<file path="src/rtl/lorenz_sample_fifo.sv">
// Decimating capture FIFO for Lorenz integrator X/Y/Z state words.
// Ports:
//   clk, reset (sync, active-high)
//   in_valid, in_x/y/z : integrator step strobe and state
//   enable, decim      : capture enable, keep 1 of decim+1 steps
//   clear_ovf          : clears the sticky overflow flag
//   out_valid/ready    : FWFT consumer handshake
//   out_x/y/z          : sign-extended head entry
//   count, overflow    : occupancy and sticky loss flag
//   drop_count         : only with LORENZ_SAMPLE_FIFO_DROP_CNT_EN defined
module lorenz_sample_fifo #(
    parameter int DATA_W  = 27,
    parameter int OUT_W   = 32,
    parameter int DEPTH   = 16,
    parameter int DECIM_W = 16
) (
    input  logic                     clk,
    input  logic                     reset,
    input  logic                     in_valid,
    input  logic [DATA_W-1:0]        in_x,
    input  logic [DATA_W-1:0]        in_y,
    input  logic [DATA_W-1:0]        in_z,
    input  logic                     enable,
    input  logic [DECIM_W-1:0]       decim,
    input  logic                     clear_ovf,
    output logic                     out_valid,
    input  logic                     out_ready,
    output logic [OUT_W-1:0]         out_x,
    output logic [OUT_W-1:0]         out_y,
    output logic [OUT_W-1:0]         out_z,
    output logic [$clog2(DEPTH):0]   count,
    output logic                     overflow
`ifdef LORENZ_SAMPLE_FIFO_DROP_CNT_EN
    ,
    output logic [15:0]              drop_count
`endif
);

    localparam int AW = $clog2(DEPTH);
    localparam int CW = AW + 1;
    localparam int EW = 3 * DATA_W;
    localparam logic [CW-1:0] FULL_CNT = CW'(DEPTH);

    typedef enum logic [1:0] {
        S_EMPTY,
        S_PARTIAL,
        S_FULL
    } state_e;

    state_e state_q, state_d;

    logic [CW-1:0]      count_q, count_d;
    logic [AW-1:0]      rd_q, rd_d;
    logic [AW-1:0]      wr_q, wr_d;
    logic [DECIM_W-1:0] dcnt_q, dcnt_d;
    logic               ovf_q, ovf_d;
    logic               valid_q, valid_d;
    logic [OUT_W-1:0]   ox_q, ox_d;
    logic [OUT_W-1:0]   oy_q, oy_d;
    logic [OUT_W-1:0]   oz_q, oz_d;
    logic [EW-1:0]      mem_q [DEPTH];
    logic [EW-1:0]      in_w;
    logic [EW-1:0]      head_w;

    logic kept;
    logic pop;
    logic push;
    logic drop;

    assign in_w = {in_x, in_y, in_z};

    // Decimation: keep on dcnt==0, then reload from decim.
    always_comb begin
        kept   = 1'b0;
        dcnt_d = dcnt_q;
        if (!enable) begin
            dcnt_d = '0;
        end else if (in_valid) begin
            if (dcnt_q == '0) begin
                kept   = 1'b1;
                dcnt_d = decim;
            end else begin
                dcnt_d = dcnt_q - 1'b1;
            end
        end
    end

    // A full FIFO still accepts a push when the head leaves this cycle.
    assign pop  = valid_q && out_ready;
    assign push = kept && ((state_q != S_FULL) || pop);
    assign drop = kept && !push;

    always_comb begin
        state_d = state_q;
        count_d = count_q;
        rd_d    = rd_q;
        wr_d    = wr_q;
        if (push) begin
            wr_d = wr_q + 1'b1;
        end
        if (pop) begin
            rd_d = rd_q + 1'b1;
        end
        unique case ({push, pop})
            2'b10:   count_d = count_q + 1'b1;
            2'b01:   count_d = count_q - 1'b1;
            default: count_d = count_q;
        endcase
        if (count_d == '0) begin
            state_d = S_EMPTY;
        end else if (count_d == FULL_CNT) begin
            state_d = S_FULL;
        end else begin
            state_d = S_PARTIAL;
        end
        valid_d = (count_d != '0);
    end

    // Next head may be the word being written right now (bypass).
    always_comb begin
        if (push && (rd_d == wr_q)) begin
            head_w = in_w;
        end else begin
            head_w = mem_q[rd_d];
        end
        ox_d = ox_q;
        oy_d = oy_q;
        oz_d = oz_q;
        if (valid_d) begin
            ox_d = OUT_W'($signed(head_w[3*DATA_W-1:2*DATA_W]));
            oy_d = OUT_W'($signed(head_w[2*DATA_W-1:DATA_W]));
            oz_d = OUT_W'($signed(head_w[DATA_W-1:0]));
        end
    end

    // A fresh drop wins over a simultaneous clear.
    always_comb begin
        ovf_d = ovf_q;
        if (drop) begin
            ovf_d = 1'b1;
        end else if (clear_ovf) begin
            ovf_d = 1'b0;
        end
    end

    always_ff @(posedge clk) begin
        if (reset) begin
            state_q <= S_EMPTY;
            count_q <= '0;
            rd_q    <= '0;
            wr_q    <= '0;
            dcnt_q  <= '0;
            ovf_q   <= 1'b0;
            valid_q <= 1'b0;
            ox_q    <= '0;
            oy_q    <= '0;
            oz_q    <= '0;
        end else begin
            state_q <= state_d;
            count_q <= count_d;
            rd_q    <= rd_d;
            wr_q    <= wr_d;
            dcnt_q  <= dcnt_d;
            ovf_q   <= ovf_d;
            valid_q <= valid_d;
            ox_q    <= ox_d;
            oy_q    <= oy_d;
            oz_q    <= oz_d;
        end
    end

    always_ff @(posedge clk) begin
        if (push && !reset) begin
            mem_q[wr_q] <= in_w;
        end
    end

    assign out_valid = valid_q;
    assign out_x     = ox_q;
    assign out_y     = oy_q;
    assign out_z     = oz_q;
    assign count     = count_q;
    assign overflow  = ovf_q;

`ifdef LORENZ_SAMPLE_FIFO_DROP_CNT_EN
    logic [15:0] dc_q, dc_d;

    always_comb begin
        dc_d = dc_q;
        if (drop) begin
            if (clear_ovf) begin
                dc_d = 16'd1;
            end else if (dc_q != 16'hFFFF) begin
                dc_d = dc_q + 16'd1;
            end
        end else if (clear_ovf) begin
            dc_d = '0;
        end
    end

    always_ff @(posedge clk) begin
        if (reset) begin
            dc_q <= '0;
        end else begin
            dc_q <= dc_d;
        end
    end

    assign drop_count = dc_q;
`endif

endmodule
</file>
<file path="config.mk">
export PLATFORM = sky130hd
export DESIGN_NAME = lorenz_sample_fifo
export DESIGN_NICKNAME = d
export VERILOG_FILES = /design/src/rtl/lorenz_sample_fifo.sv
export SDC_FILE = /design/constraint.sdc
export NUM_CORES = 2
export LEC_CHECK = 0
export BUFFER_PORTS_ARGS = -buffer_cell sky130_fd_sc_hd__buf_2
export CAP_MARGIN = 20
export CELL_PAD_IN_SITES_DETAIL_PLACEMENT = 1
export CELL_PAD_IN_SITES_GLOBAL_PLACEMENT = 1
export CORE_ASPECT_RATIO = 1.75
export CORE_MARGIN = 4
export CORE_UTILIZATION = 30
export DETAILED_ROUTE_END_ITERATION = 8
export PLACE_DENSITY_LB_ADDON = 0.1
export SLEW_MARGIN = 15
export SYNTH_ARGS = -nofsm -noshare
export SYNTH_HDL_FRONTEND = slang
export SYNTH_SLANG_ARGS = --single-unit
export TNS_END_PERCENT = 20
</file>
<file path="constraint.sdc">
create_clock -name clk -period 14.9 [get_ports clk]
set_input_delay 2.98 -clock clk [delete_from_list [all_inputs] [get_ports clk]]
set_output_delay 2.98 -clock clk [all_outputs]
set_load 0.05 [all_outputs]
</file>
* Word level (Yosys, flattened, before mapping) *
Memory sizes are Yosys's and may differ from the RTL's. A register that Yosys moved wholly into a read port is not among the register bits.
Cells that the tools add are included.

cells by class
  multiplexer cells = 11
  $add $sub $neg = 5
  bitwise logic cells = 1
  reductions and logical operators = 13
  eq/ne operators = 4

operators with widths
  operator               count
  $logic_not 16->1       1
  $mux 16                1
  $sub 16x1->16 const B  1
  $pmux 5 s2             1
  $add 4x1->4 const B    2
  $mux 1                 7
  $add 5x1->5 const B    1
  $eq 5x5->1 const B     1
  $logic_not 5->1        1
  $reduce_bool 5->1      1
  $sub 5x1->5 const B    1
  $logic_and 1x1->1      4
  $mux 4                 1
  $reduce_or 2->1        2
  $eq 2x1->1 const B     1
  $eq 2x2->1 const B     1
  $logic_not 1->1        2
  $mux 2                 1
  $ne 2x2->1 const B     1
  $reduce_bool 2->1      1
  $logic_or 1x1->1       1
  $not 1->1              1

storage, ports and cells
  logic and storage cells = 42
  bits in writable memories = 1296
  bits in registers = 33
  memories kept = 1

memory list
  memory  depth  bits a word  rd ports  clocked after memory_dff  wr ports  line  source
  mem_q   16     81           1         1                         1         61    logic [EW-1:0] mem_q [DEPTH];

* Longest topological paths before layout *
  depth in word-level cells = 9
  mapped depth = 16
  mapped depth without buffers = 14

* Worst setup path before layout *
OpenSTA, ideal clock, no wires.

  path type = input port to flip-flop
  start point = in out_ready
  end point = mem mem_q[1][0] in the netlist's numbering (enable)
  data arrival time = 9.803 ns
  slack = 4.477 ns
  stages = 8
  library setup time = 0.620 ns
  cell sequence = buf_2 > and2_1 > buf_2 > clkbuf_1 > nor2_1 > nor4_1 > nand2_1 > nor3_1

between the ends
  word-level cells in the longest chain between the ends = 6

RTL lines
  what                          line  source
  start, declared               27    input logic out_ready,
  $logic_and 1x1->1             89    assign pop = valid_q && out_ready;
  $logic_or 1x1->1              90    assign push = kept && ((state_q != S_FULL) || pop);
  $logic_and 1x1->1             90
  $logic_and 1x1->1             173   if (push && !reset) begin
  $mux 1                        173
  $mux 1 (implied by the code)  174   mem_q[wr_q] <= in_w;
  end, declared                 61

Every way passes these cells.

* Final worst setup path *
  start point = in in_valid
  end point = reg oy_q[13], in the netlist out_y[13] (read register of mem_q)

between the ends
  word-level cells in the longest chain between the ends = 6
  elaborated cells on any way between the ends = 7
  classes of those cells = eq/ne (2); mux (3); reduce/logical (2)

RTL lines
  what                                      line  source
  start, declared                           19    input logic in_valid,
  $mux 1 *                                  78    end else if (in_valid) begin
  $mux 1 *                                  76    if (!enable) begin
  $logic_and 1x1->1 *                       90
  $eq 2x1->1 or $eq 2x2->1 (tied branches)  104   unique case ({push, pop})
  $pmux 5 s2 *                              104
  $reduce_bool 5->1 *                       116   valid_d = (count_d != '0);
  end, declared                             59    logic [OUT_W-1:0] oy_q, oy_d;

Mark *: on every way between the ends. The rest lies on a longest branch, timed or not.
A chain may end at the register's enable or synchronous reset.

==> flow_metrics.env <==
export IMPL_std_cell_rows=223
export IMPL_hpwlAfterDp_um=111600
export IMPL_i_o_pin_count=206
export IMPL_timing_setup_critical_path_class="in2reg"
export IMPL_cp_data_required_time_ns=15.59
export IMPL_worstHoldStart="overflow"
export IMPL_vias_per_cell=5.411
export IMPL_drtPass1Iterations=6
export IMPL_ys_seq_elements=1410
export IMPL_antenna_found_initial=27
export IMPL_max_slew_margin=0.2727
export IMPL_cts_tree="done"
export IMPL_cp_data_arrival_time_ns=8.01
export IMPL_place_inst=7249
export IMPL_netlist_area_leader_share=0.6138
export IMPL_critical_path_reg2reg_startpoint="dcnt_q[0]"
export IMPL_synthesis_nets=4666
export IMPL_detailroute_via_count=40730
export IMPL_fmax_mhz=136.7
export IMPL_run_status="completed"
export IMPL_fp_dieH_um=616.2
export IMPL_setup_worst_path_start="in_valid"
export IMPL_detail_route_iter0_violations=2448
export IMPL_ratio_of_cells_with_drive_above_1_in_the_final_layout=0.2042
export IMPL_grt_util_all_layers=0.1980
export IMPL_postCtsSetupRepairBufs=0
export IMPL_cts_root_buffer_cell="sky130_fd_sc_hd__clkbuf_16"
export IMPL_place_area_um2=67170
export IMPL_cp_end_kind="register"
export IMPL_cts_hold_buf=0
export IMPL_hold_depth=2
export IMPL_synth_area_leader_cell="sky130_fd_sc_hd__edfxtp_1"
export IMPL_p_leak_uw=0.02267
export IMPL_post_route_period_util=0.4911
export IMPL_core_um2=210700
export IMPL_final_net_count=4708
export IMPL_synthArstFlopShare=0
export IMPL_yosys_cell_types_count=70
export IMPL_preCtsSetupSlack_ns=6.733
export IMPL_gp_congestion=0.7024
export IMPL_critical_path_max_fanout=35
export IMPL_wl_per_cell_um=29.29
export IMPL_ys_top_cells_by_area="sky130_fd_sc_hd__edfxtp_1 (61%), sky130_fd_sc_hd__mux2i_1 (6.4%), sky130_fd_sc_hd__nand3_1 (6.4%)"
export IMPL_cts_repair_resize_count=0
export IMPL_postLayoutCellArea_um2=72230
export IMPL_report_final_hold_viol_count=0
export IMPL_cap_viol_max_count=0
export IMPL_cts_root_to_sink_buffers=4
export IMPL_grt_setup_unrepaired="no"
export IMPL_synth_yosys_warnings=0
export IMPL_numCtsBuffers=154
export IMPL_synth_sequential_area_ratio=0.6498
export IMPL_dominantRegCellSynth="sky130_fd_sc_hd__edfxtp_1"
export IMPL_worst_slew_pin_transition_ns=1.091
export IMPL_wirelength_um=220500
export IMPL_clock_net_sink_count=1410
export IMPL_globalRoute_totalOverflow=0
export IMPL_vdd_ir_drop_max_mv=0.1032
export IMPL_synth_edf_count=1296
export IMPL_first_pass_grt_wire_length_um=318300
export IMPL_initial_core_util=0.3010
export IMPL_flow_area_growth_from_synthesis_pct=13.91
export IMPL_final_cell_count_no_fill=7526
export IMPL_start_kind="input pin"
export IMPL_number_of_global_route_vias_before_repair=44300
export IMPL_hold_path_class="reg2reg"
export IMPL_clkLatencyLatePin_ns=0.81
export IMPL_antenna_violating_nets_post_route=0
export IMPL_dieWidth_um=355.5
export IMPL_cts_clk_slew_worst_paths_ns=0.06
export IMPL_post_synth_instance_area_um2=63410
export IMPL_report_final_slew_viol_count=0
export IMPL_synth_avg_cell_area_um2=13.93
export IMPL_largest_net_degree_at_the_start_of_global_routing=198
export IMPL_ctsHtreeMaxLevel=4
export IMPL_timing_final_setup_violations=0
export IMPL_finalWorstSetupSlack_ns=7.583
export IMPL_p_per_area_nw_per_um2=156.4
export IMPL_synthCells=4552
export IMPL_timing_reg2reg_worst_path_depth=16
export IMPL_place_port_buffers=205
export IMPL_route_detailed_drc=0
export IMPL_finClkSkew_ns=0.04788
export IMPL_setup_tns_ns=0
export IMPL_final_min_clock_period_ns=7.317
export IMPL_die_area_um2=219100
## power breakdown
part,switching (µW),leakage (µW),internal (µW)
Clock,1610,0.00247,2300
Combinational,1990,0.00760,828
Sequential,138,0.0126,4430
## cell type report
type,instances,area [µm²]
tap,2812,3518
clock inverter,71,754.5
multi-input combinational,2731,20600
antenna,4,10.01
clock buffer,201,4277
fill,21850,138400
inverter,8,30.03
sequential,1410,41200
timing repair buffer,289,1838
## worst max-delay path: stages
cell and delay, ns:
sky130_fd_sc_hd__buf_2 0.46, sky130_fd_sc_hd__nand2_1 0.21, sky130_fd_sc_hd__o21ai_1 0.39, sky130_fd_sc_hd__inv_1 0.18, sky130_fd_sc_hd__fa_1 0.44, sky130_fd_sc_hd__a21o_1 0.21
sky130_fd_sc_hd__a2111oi_0 0.42, sky130_fd_sc_hd__a311o_1 0.19, sky130_fd_sc_hd__o211ai_2 0.14, sky130_fd_sc_hd__o21ai_4 0.39, sky130_fd_sc_hd__buf_4 0.71, sky130_fd_sc_hd__buf_4 0.75
sky130_fd_sc_hd__nor2_1 0.14, sky130_fd_sc_hd__a211oi_2 0.24
## layer usage
layer / GRT usage / up-vias / wire length, µm / part of all wire
li1: - / 17780 / - / -
met1: 0.2459 / 21870 / 91320 / 0.41
met2: 0.3625 / 734 / 115700 / 0.52
met3: 0.02363 / 324 / 7582 / 0.034
met4: 0.05077 / 18 / 5753 / 0.026
met5: 0 / - / 111 / 0.00050
## stage by stage
| step | power (µW) | utilization | hold WS, ns |
|---|---|---|---|
| after floorplan | 6639 | - | 0.4753 |
| after global placement | 7527 | 0.3188 | 0.4918 |
| after detailed placement | 7543 | 0.3188 | 0.5035 |
| after CTS | 11490 | 0.3427 | 0.5149 |
| after global routing | 11790 | 0.3428 | 0.5252 |
| final | 11300 | 0.3429 | 0.4943 |
## flip-flops by register name (all words and copies together), names as in the netlist, 4 cells and up
name and flops:
out_z 27, rd_q 4, out_x 27, mem_q 1296, count 5, out_y 27
wr_q 4, dcnt_q 16
## kinds of logic (layout without fill, tap and decap cells)
kind of cell / after synthesis / count (layout) / share of synthesized area
DFF: 1410 / 1410 / 0.6498
xor gates and xnor gates: 13 / 13 / 0.002013
adders and majority gates: 11 / 11 / 0.002289
AOI/OAI and AO/OA: 792 / 792 / 0.08325
other: 0 / 4 / 0
and+or+nand+nor: 1258 / 1258 / 0.09505
muxes: 657 / 657 / 0.1386
buffers and inverters: 411 / 569 / 0.02897
## cells in the mapped netlist (3+ instances only)
cell,instances
sky130_fd_sc_hd__nor4_1,4
sky130_fd_sc_hd__and2_1,3
sky130_fd_sc_hd__a21o_1,3
sky130_fd_sc_hd__nor3_1,93
sky130_fd_sc_hd__clkbuf_1,267
sky130_fd_sc_hd__nand3_1,806
sky130_fd_sc_hd__o21ai_0,336
sky130_fd_sc_hd__a2bb2oi_1,80
sky130_fd_sc_hd__buf_2,67
sky130_fd_sc_hd__a211oi_2,78
sky130_fd_sc_hd__buf_1,40
sky130_fd_sc_hd__mux2_2,80
sky130_fd_sc_hd__edfxtp_1,1296
sky130_fd_sc_hd__buf_4,17
sky130_fd_sc_hd__nor2_1,123
sky130_fd_sc_hd__nand2_1,192
sky130_fd_sc_hd__mux2i_1,408
sky130_fd_sc_hd__a211oi_1,14
sky130_fd_sc_hd__nand3b_1,4
sky130_fd_sc_hd__dfxtp_1,114
sky130_fd_sc_hd__a21oi_2,77
sky130_fd_sc_hd__nand4_1,5
sky130_fd_sc_hd__inv_1,8
sky130_fd_sc_hd__xor2_1,5
sky130_fd_sc_hd__mux4_2,169
sky130_fd_sc_hd__ha_1,10
sky130_fd_sc_hd__buf_8,3
sky130_fd_sc_hd__a21oi_1,178
sky130_fd_sc_hd__nand2b_1,6
sky130_fd_sc_hd__o21a_1,4
sky130_fd_sc_hd__xnor2_1,7
sky130_fd_sc_hd__buf_12,6
## final timing paths
path	slack [ns]	endpoint
max	7.58	out_y[13]
min reg2reg	0.49	overflow
max reg2reg	9.02	out_y[13]
min	0.49	overflow
## layout by cell type, fill, tap and decap left out, drive strengths merged, types with 3 or more instances in the layout
master    synthesis  final
nand3           806    806
o21a              5      5
a21oi           255    255
buf             134    289
nor2            124    124
clkbuf          269    201
dfxtp           114    114
o21ai           339    339
nand2           192    192
nor3             94     94
nand3b            4      4
and2              3      3
mux2i           408    408
xor2              5      5
xnor2             7      7
diode             0      4
a211oi           93     93
clkinv            0     49
mux4            169    169
inv               8      9
mux2             80     80
nand2b            6      6
ha               10     10
a2bb2oi          80     80
bufinv            0     16
nand4             6      6
o211ai            3      3
clkinvlp          0      5
edfxtp         1296   1296
nor4              6      6
or3               3      3
a21o              3      3
Power figures use the tool's default switching activity.
